--- config.mk ---
export PLATFORM = sky130hd
export DESIGN_NAME = prog_updown_counter
export DESIGN_NICKNAME = d
export VERILOG_FILES = /design/src/rtl/prog_updown_counter.sv
export SDC_FILE = /design/constraint.sdc
export NUM_CORES = 1
export LEC_CHECK = 0
export BUFFER_PORTS_ARGS = -buffer_cell sky130_fd_sc_hd__buf_2
export CAP_MARGIN = 20
export CORE_AREA = 4 4 41 43
export DETAILED_ROUTE_END_ITERATION = 7
export DIE_AREA = 0 0 45 47
export PLACE_DENSITY = 0.72
export SLEW_MARGIN = 20
export SYNTH_ARGS = -nofsm -noshare
export SYNTH_HDL_FRONTEND = slang
export SYNTH_SLANG_ARGS = --single-unit
--- constraint.sdc ---
create_clock -name clk -period 1.9 [get_ports clk]
set_input_delay 0.19 -clock clk [delete_from_list [all_inputs] [get_ports clk]]
set_output_delay 0.19 -clock clk [all_outputs]
set_load 0.02 [all_outputs]
--- src/rtl/prog_updown_counter.sv ---
// Parametrised modulo counter: fixed down, fixed up, runtime direction or bounce.
// Optional Gray-coded output is enabled with the PROG_CNT_GRAY_EN macro.
module prog_updown_counter #(
    parameter int N    = 8,
    parameter int MODE = 1,
    parameter int MAX  = 2**N-1
) (
    input  logic         clk,
    input  logic         rst,
    input  logic         en,
    input  logic         dir,
    input  logic         load,
    input  logic [N-1:0] load_val,
    output logic [N-1:0] count,
    output logic         tc,
    output logic         wrap,
    output logic         dir_out
`ifdef PROG_CNT_GRAY_EN
    ,
    output logic [N-1:0] count_gray
`endif
);

    localparam logic [N-1:0] MAXV      = N'(MAX);
    localparam logic [N-1:0] RST_COUNT = (MODE == 0) ? MAXV : '0;

    logic [N-1:0] count_q, count_n;
    logic         wrap_q, wrap_n;
    logic         bdir_q, bdir_n;
    logic         up;

    // Effective direction; only bounce mode has its own direction register.
    always_comb begin
        up = 1'b1;
        case (MODE)
            0:       up = 1'b0;
            1:       up = 1'b1;
            2:       up = dir;
            default: up = bdir_q;
        endcase
    end

    always_comb begin
        count_n = count_q;
        wrap_n  = 1'b0;
        bdir_n  = bdir_q;
        if (load) begin
            count_n = (load_val > MAXV) ? MAXV : load_val;
        end else if (en) begin
            if (MODE == 3) begin
                // Bounce turns around at the ends instead of wrapping.
                if (up) begin
                    if (count_q == MAXV) begin
                        count_n = MAXV - 1'b1;
                        bdir_n  = 1'b0;
                        wrap_n  = 1'b1;
                    end else begin
                        count_n = count_q + 1'b1;
                    end
                end else begin
                    if (count_q == '0) begin
                        count_n = N'(1);
                        bdir_n  = 1'b1;
                        wrap_n  = 1'b1;
                    end else begin
                        count_n = count_q - 1'b1;
                    end
                end
            end else if (up) begin
                if (count_q == MAXV) begin
                    count_n = '0;
                    wrap_n  = 1'b1;
                end else begin
                    count_n = count_q + 1'b1;
                end
            end else begin
                if (count_q == '0) begin
                    count_n = MAXV;
                    wrap_n  = 1'b1;
                end else begin
                    count_n = count_q - 1'b1;
                end
            end
        end
    end

    always_ff @(posedge clk or negedge rst) begin
        if (!rst) begin
            count_q <= RST_COUNT;
            wrap_q  <= 1'b0;
            bdir_q  <= 1'b1;
        end else begin
            count_q <= count_n;
            wrap_q  <= wrap_n;
            bdir_q  <= bdir_n;
        end
    end

`ifdef PROG_CNT_GRAY_EN
    logic [N-1:0] gray_q;

    // Registered from the next count so it stays cycle-aligned and glitch-free.
    always_ff @(posedge clk or negedge rst) begin
        if (!rst) begin
            gray_q <= RST_COUNT ^ (RST_COUNT >> 1);
        end else begin
            gray_q <= count_n ^ (count_n >> 1);
        end
    end

    assign count_gray = gray_q;
`endif

    assign count   = count_q;
    assign wrap    = wrap_q;
    assign dir_out = up;
    assign tc      = up ? (count_q == MAXV) : (count_q == '0);

endmodule

==> results of run 1 <==
==> metal layers <==
layer	global-route usage [%]	vias up
met1	17.2	240
met5	0	-
li1	-	256
met4	7.02	0
met3	3.83	2
met2	25.1	19
==> cells in the mapped netlist <==
cell type	n	area share, %
o21ai_0	6	5.3
mux2_2	1	2.0
nor3b_2	1	2.2
nor3b_1	5	6.7
nand2b_1	2	2.2
buf_2	2	1.8
conb_1	1	0.66
dfrtp_1	9	40
buf_4	1	1.3
and4_4	1	2.0
inv_2	1	0.66
nand3_2	2	3.5
mux2i_1	1	1.8
xor2_1	3	4.7
nand3_1	2	1.8
nor2b_1	2	2.2
ha_1	1	2.2
and2_2	1	1.3
o21ai_1	1	0.89
and3_1	2	2.2
nor2_1	1	0.66
xnor2_1	1	1.6
o31ai_2	1	2.2
clkbuf_1	1	0.66
a21oi_1	7	6.2
nand2_1	5	3.3
==> critical path, cell delays in order, from the launching register on <==
cell and delay, ps:
dfrtp_1 420, ha_1 230, and2_2 220, nand3_2 120, inv_2 50, buf_2 150
==> registers in the layout, indices dropped and copies added, names as in the netlist <==
name	flops
wrap	1
count	8
==> report_power, final <==
group / internal (mW) / switching (mW)
clock: 0.0810 / 0.0674
sequential: 0.211 / 0.0280
combinational: 0.0558 / 0.0738
total: 0.348 / 0.169
==> through the flow <==
| step | area (sq um) | power [mW] |
|---|---|---|
| 4_1_cts | 703 | 0.525 |
| 2_1_floorplan | 564 | 0.325 |
| 6_report | 703 | 0.517 |
| 3_5_place_dp | 667 | 0.373 |
| 5_1_grt | 703 | 0.551 |
| 3_3_place_gp | 667 | 0.366 |
==> worst paths after layout <==
path                        startpoint  endpoint  slack [ps]  depth (start not counted)
setup / recovery              count[0]        tc         250                          5
hold / removal             load_val[2]  count[2]         130                          3
setup reg to reg              count[0]  count[6]         510                          5
hold reg to reg               count[7]      wrap         650                          2
max in group asynchronous          rst  count[5]        1410                          2
min in group asynchronous          rst  count[7]         310                          2
==> layout by cell type, fill, tap and decap left out, drive strengths merged, types with 2 or more instances in the layout <==
master / synthesis / layout
a21oi: 7 / 7
and3: 2 / 2
buf: 3 / 21
clkbuf: 1 / 4
dfrtp: 9 / 9
nand2: 5 / 5
nand2b: 2 / 2
nand3: 4 / 4
nor2b: 2 / 2
nor3b: 6 / 6
o21ai: 7 / 7
xor2: 3 / 3
==> final cells by class <==
cell class,instances,area [sq um]
clock buffer,4,26.3
fill,142,598
inverter,1,3.75
multi-input combinational,47,314
sequential,9,225
tap,15,18.8
timing repair buffer,22,115
==> cells by family (layout without fill, tap and decap cells) <==
logic type               count (synthesis)  in the layout
adder cells (fa/ha/maj)                  1              1
flip-flops                               9              9
AND/OR/NAND/NOR                         24             24
other                                    1              1
XOR/XNOR                                 4              4
buffers and inverters                    5             27
multiplexers                             2              2
AO/OA/AOI/OAI                           15             15
==> impl_metrics.yaml, run 1 <==
global_routing:
  grt_pass1_vias: 515
  antenna_found_initial: 0
  grtUsageTotal_pct: 14.7
  grt_start_max_net_pins: 18
  gr-total-overflow: 0
  grt_first_pass_wirelength_um: 2210
sta:
  setup_viol: 0
  period_needed_ps: 1650
  finalMaxSlewViolations: 0
  min_period_over_period_pct: 86.9
  fin_skew_ps: 2.77
  max_freq_ghz: 0.606
  rsz0062_at_grt: "false"
  final.setup.worst_slack_ps: 249
  fin_hold_ws_ps: 133
  finalHoldViolations: 0
  tns_ps: 0
drt:
  top_layer: "met4"
  vias_per_cell: 5.28
  dr.pass1.iters: 1
  routed_wl_um: 1270
  drt-met1-wl_um: 540
  via_count: 517
  wl_met2_um: 622
  drt_iter0_drc: 0
  drtAntennaViolNets: 0
  wl_per_cell_um: 13.0
  drc: 0
  wl_met3_um: 99
layout:
  antenna_cells: 0
  instances_no_fill: 98
  drive_above_1_share_pct: 38.6
  layout.nets: 98
  fin_util_pct: 54.0
  area_growth_syn_to_layout_pct: 24.6
die:
  start_util_pct: 43.4
  die_w_um: 45
  rows: 13
  dieArea_sq_mm: 0.00212
  core_region_area_sq_mm: 0.00130
  floorplan.die.height_um: 47
  boundaryPins: 24
power:
  ir_worst_vdd_mv: 0.320
  power_density_mw_per_mm2: 736
  cellLeakagePower_nw: 0.325
cts:
  cts_setup_buffers: 0
  cts_tree: "built"
  cts_buffers: 3
  cts-root-buf: "clkbuf_4"
  clock_sinks: 9
  clockBufferDepth: 2
  cts_resized: 0
  hold_buffers: 1
  clk_latency_ps: 260
  htreeDepth: 1
  clk_transition_reported_paths_ps: 60
logic_synthesis:
  synthCells: 61
  syn_area_per_cell_sq_um: 9.25
  synthSimpleGateAreaFrac_pct: 28.2
  synth-seq-cells: 9
  synth_xor_area_share_pct: 6.21
  seq_area_frac_synth_pct: 39.9
  synthMuxAreaShare_pct: 3.77
  synth_warnings: 0
  synth_top_family_by_area: "simple AND/OR/NAND/NOR gates"
  synthAdderAreaFrac_pct: 2.22
  syn-cell-area_sq_um: 564
  synth_compound_area_share_pct: 14.6
  syn_nets: 75
  synth_cell_types: 26
worst_setup_path:
  cp-end-kind: "output port"
  startpoint_type: "flip-flop"
  path_max_fanout: 6
  arrival_ps: 1460
  critPathRequiredTime_ps: 1710
  crit_type: "reg -> out"
status:
  status: "finished, final reports clean"
placement:
  dp_slack_ps: 505
  portBuffers: 21
  dp.cells: 93
  dp_hpwl_um: 971
  place_congestion: 0.782
worst_hold_path:
  hold_class: "in -> reg"
flow_run:
  drv_cap: 0
Power figures use the tool's default switching activity.
==> inputs of run 2 (changes only) <==
- RECOVER_POWER: unset -> 25
- REMOVE_ABC_BUFFERS: unset -> 1
- SKIP_CTS_REPAIR_TIMING: unset -> 1
==> run 2 against run 1 <==
Against the previous run: total power shrank 0.25%; clock power is essentially flat; final cell count is the same; largest power group unchanged; critical path type unchanged; worst hold slack lost 1.0 ps; sequential cell count is the same; utilization is the same; design area is the same; first-iteration DRC count grew 5; die area is the same.
==> impl_metrics.yaml, run 2 (synthesis gave the netlist of run 1 again) <==
status:
  status: "finished, final reports clean"
sta:
  fin_hold_ws_ps: 132
  setup_viol: 0
  period_needed_ps: 1640
  fin_skew_ps: 1.01
  finalHoldViolations: 0
  min_period_over_period_pct: 86.5
  tns_ps: 0
  rsz0062_at_grt: "false"
  max_freq_ghz: 0.608
  worstMarginPinSlew_ps: 538
  relSlewSlack_pct: 64.1
  finalMaxSlewViolations: 0
placement:
  place_congestion: 0.723
  dp.cells: 93
  portBuffers: 21
  dp_hpwl_um: 881
layout:
  drive_above_1_share_pct: 38.6
  fill_cells: 128
  instances_no_fill: 98
  area.sequential_sq_um: 225
  multi_input_area_sq_um: 314
  antenna_cells: 0
  layout_commonest_cell: "buf_2"
  largest_reg_flops: 8
  layout.nets: 98
  fin_util_pct: 54.0
  layout_common_cells: "buf_2 (20), dfrtp_1 (9), a21oi_1 (7), o21ai_0 (6)"
  area_growth_syn_to_layout_pct: 24.6
die:
  die_w_um: 45
  rows: 13
  start_util_pct: 43.4
  boundaryPins: 24
  dieArea_sq_mm: 0.00212
  floorplan.die.height_um: 47
  core_region_area_sq_mm: 0.00130
worst_hold_path:
  hold_class: "in -> reg"
  hold_depth: 3
  holdPathEnd: "count[0]"
  hp-start: "load_val[0]"
worst_setup_path:
  crit_type: "reg -> out"
  cp_top_family: "flip-flops"
  cp_cell_sequence: "ha_1 > and2_2 > nand3_2 > inv_2 > buf_2"
  critPathBufInv: 2
  slowest_delay_ps: 430
  r2r_slack_ps: 520
  path_max_fanout: 6
  critPathRequiredTime_ps: 1710
  reg2reg_to: "count[6]"
  r2r_start: "count[0]"
  reg2reg_depth: 5
  critPathSlowestCell: "dfrtp_1"
  path_depth: 5
  arrival_ps: 1450
  startpoint_type: "flip-flop"
  cp-end-kind: "output port"
cts:
  cts_tree: "built"
  clk_transition_reported_paths_ps: 70
  clk_latency_ps: 260
  clockBufferDepth: 2
  cts_buffers: 3
  clock_sinks: 9
  cts-root-buf: "clkbuf_4"
  htreeDepth: 1
global_routing:
  grt_pass1_vias: 449
  gr-total-overflow: 0
  grt_start_max_net_pins: 18
  grt_first_pass_wirelength_um: 1930
  grtUsageTotal_pct: 12.9
  antenna_found_initial: 0
drt:
  routed_wl_um: 1170
  drt_iter0_drc: 5
  via_count: 479
  drtAntennaViolNets: 0
  dr.pass1.iters: 4
  drc: 0
  wl_per_cell_um: 12.0
  vias_per_cell: 4.89
power:
  cellLeakagePower_nw: 0.325
  power_density_mw_per_mm2: 734
  internal_power_uw: 344
  comb_power_share_pct: 24.7
  p_sw_share_pct: 33.3
  ir_worst_vdd_mv: 0.331
  p_seq_share_pct: 46.2
  power_switching_uw: 172
  clockPowerShare_pct: 29.1
flow_run:
  drv_cap: 0
[run 2: changes by cell type in the layout (fill, tap and decap cells not counted)]
cell,delta
clkinv_2,+1
buf_2,-1
[run 2: area by class of cell]
| class | instances | area share, % |
|---|---|---|
| multi-input combinational | 47 | 44.7 |
| inverter | 1 | 0.534 |
| tap | 15 | 2.67 |
| timing repair buffer | 22 | 16.2 |
| sequential | 9 | 32.0 |
| clock inverter | 1 | 0.712 |
| clock buffer | 3 | 3.20 |
[run 2: how the worst max path moves through the flow]
stage	startpoint	slack, ps	to
after global routing	count[0]	150	tc
final	count[0]	260	tc
after floorplan	count[0]	470	count[6]
after detailed placement	count[0]	520	count[6]
after CTS	count[0]	230	tc
after global placement	count[0]	530	tc
[run 2: metal layers]
| layer | GRT usage, % | up-vias | wire [um] |
|---|---|---|---|
| met1 | 15.1 | 204 | 537 |
| li1 | - | 254 | - |
| met2 | 21.2 | 19 | 505 |
| met3 | 3.83 | 2 | 111 |
| met5 | 0 | - | 0 |
| met4 | 7.02 | 0 | 17 |
[run 2: power groups by stage]
stage | clock network (mW) | logic (mW) | registers, mW
global route | 0.172 | 0.143 | 0.243
floorplan | 0 | 0.0535 | 0.263
detailed placement | 0 | 0.128 | 0.242
CTS | 0.157 | 0.129 | 0.238
finish | 0.150 | 0.128 | 0.238
global placement | 0 | 0.125 | 0.241
[run 2: worst min-delay path: stages]
cell	delay [ps]
buf_2	70
nand2_1	40
o21ai_0	50
[run 2: stage by stage]
| stage | setup WS (ps) | cell area (sq um) | total power, mW |
|---|---|---|---|
| finish | 256 | 703 | 0.516 |
| global route | 150 | 703 | 0.558 |
| CTS | 233 | 694 | 0.525 |
| detailed placement | 519 | 667 | 0.370 |
| global placement | 525 | 667 | 0.367 |
| floorplan | 475 | 543 | 0.316 |
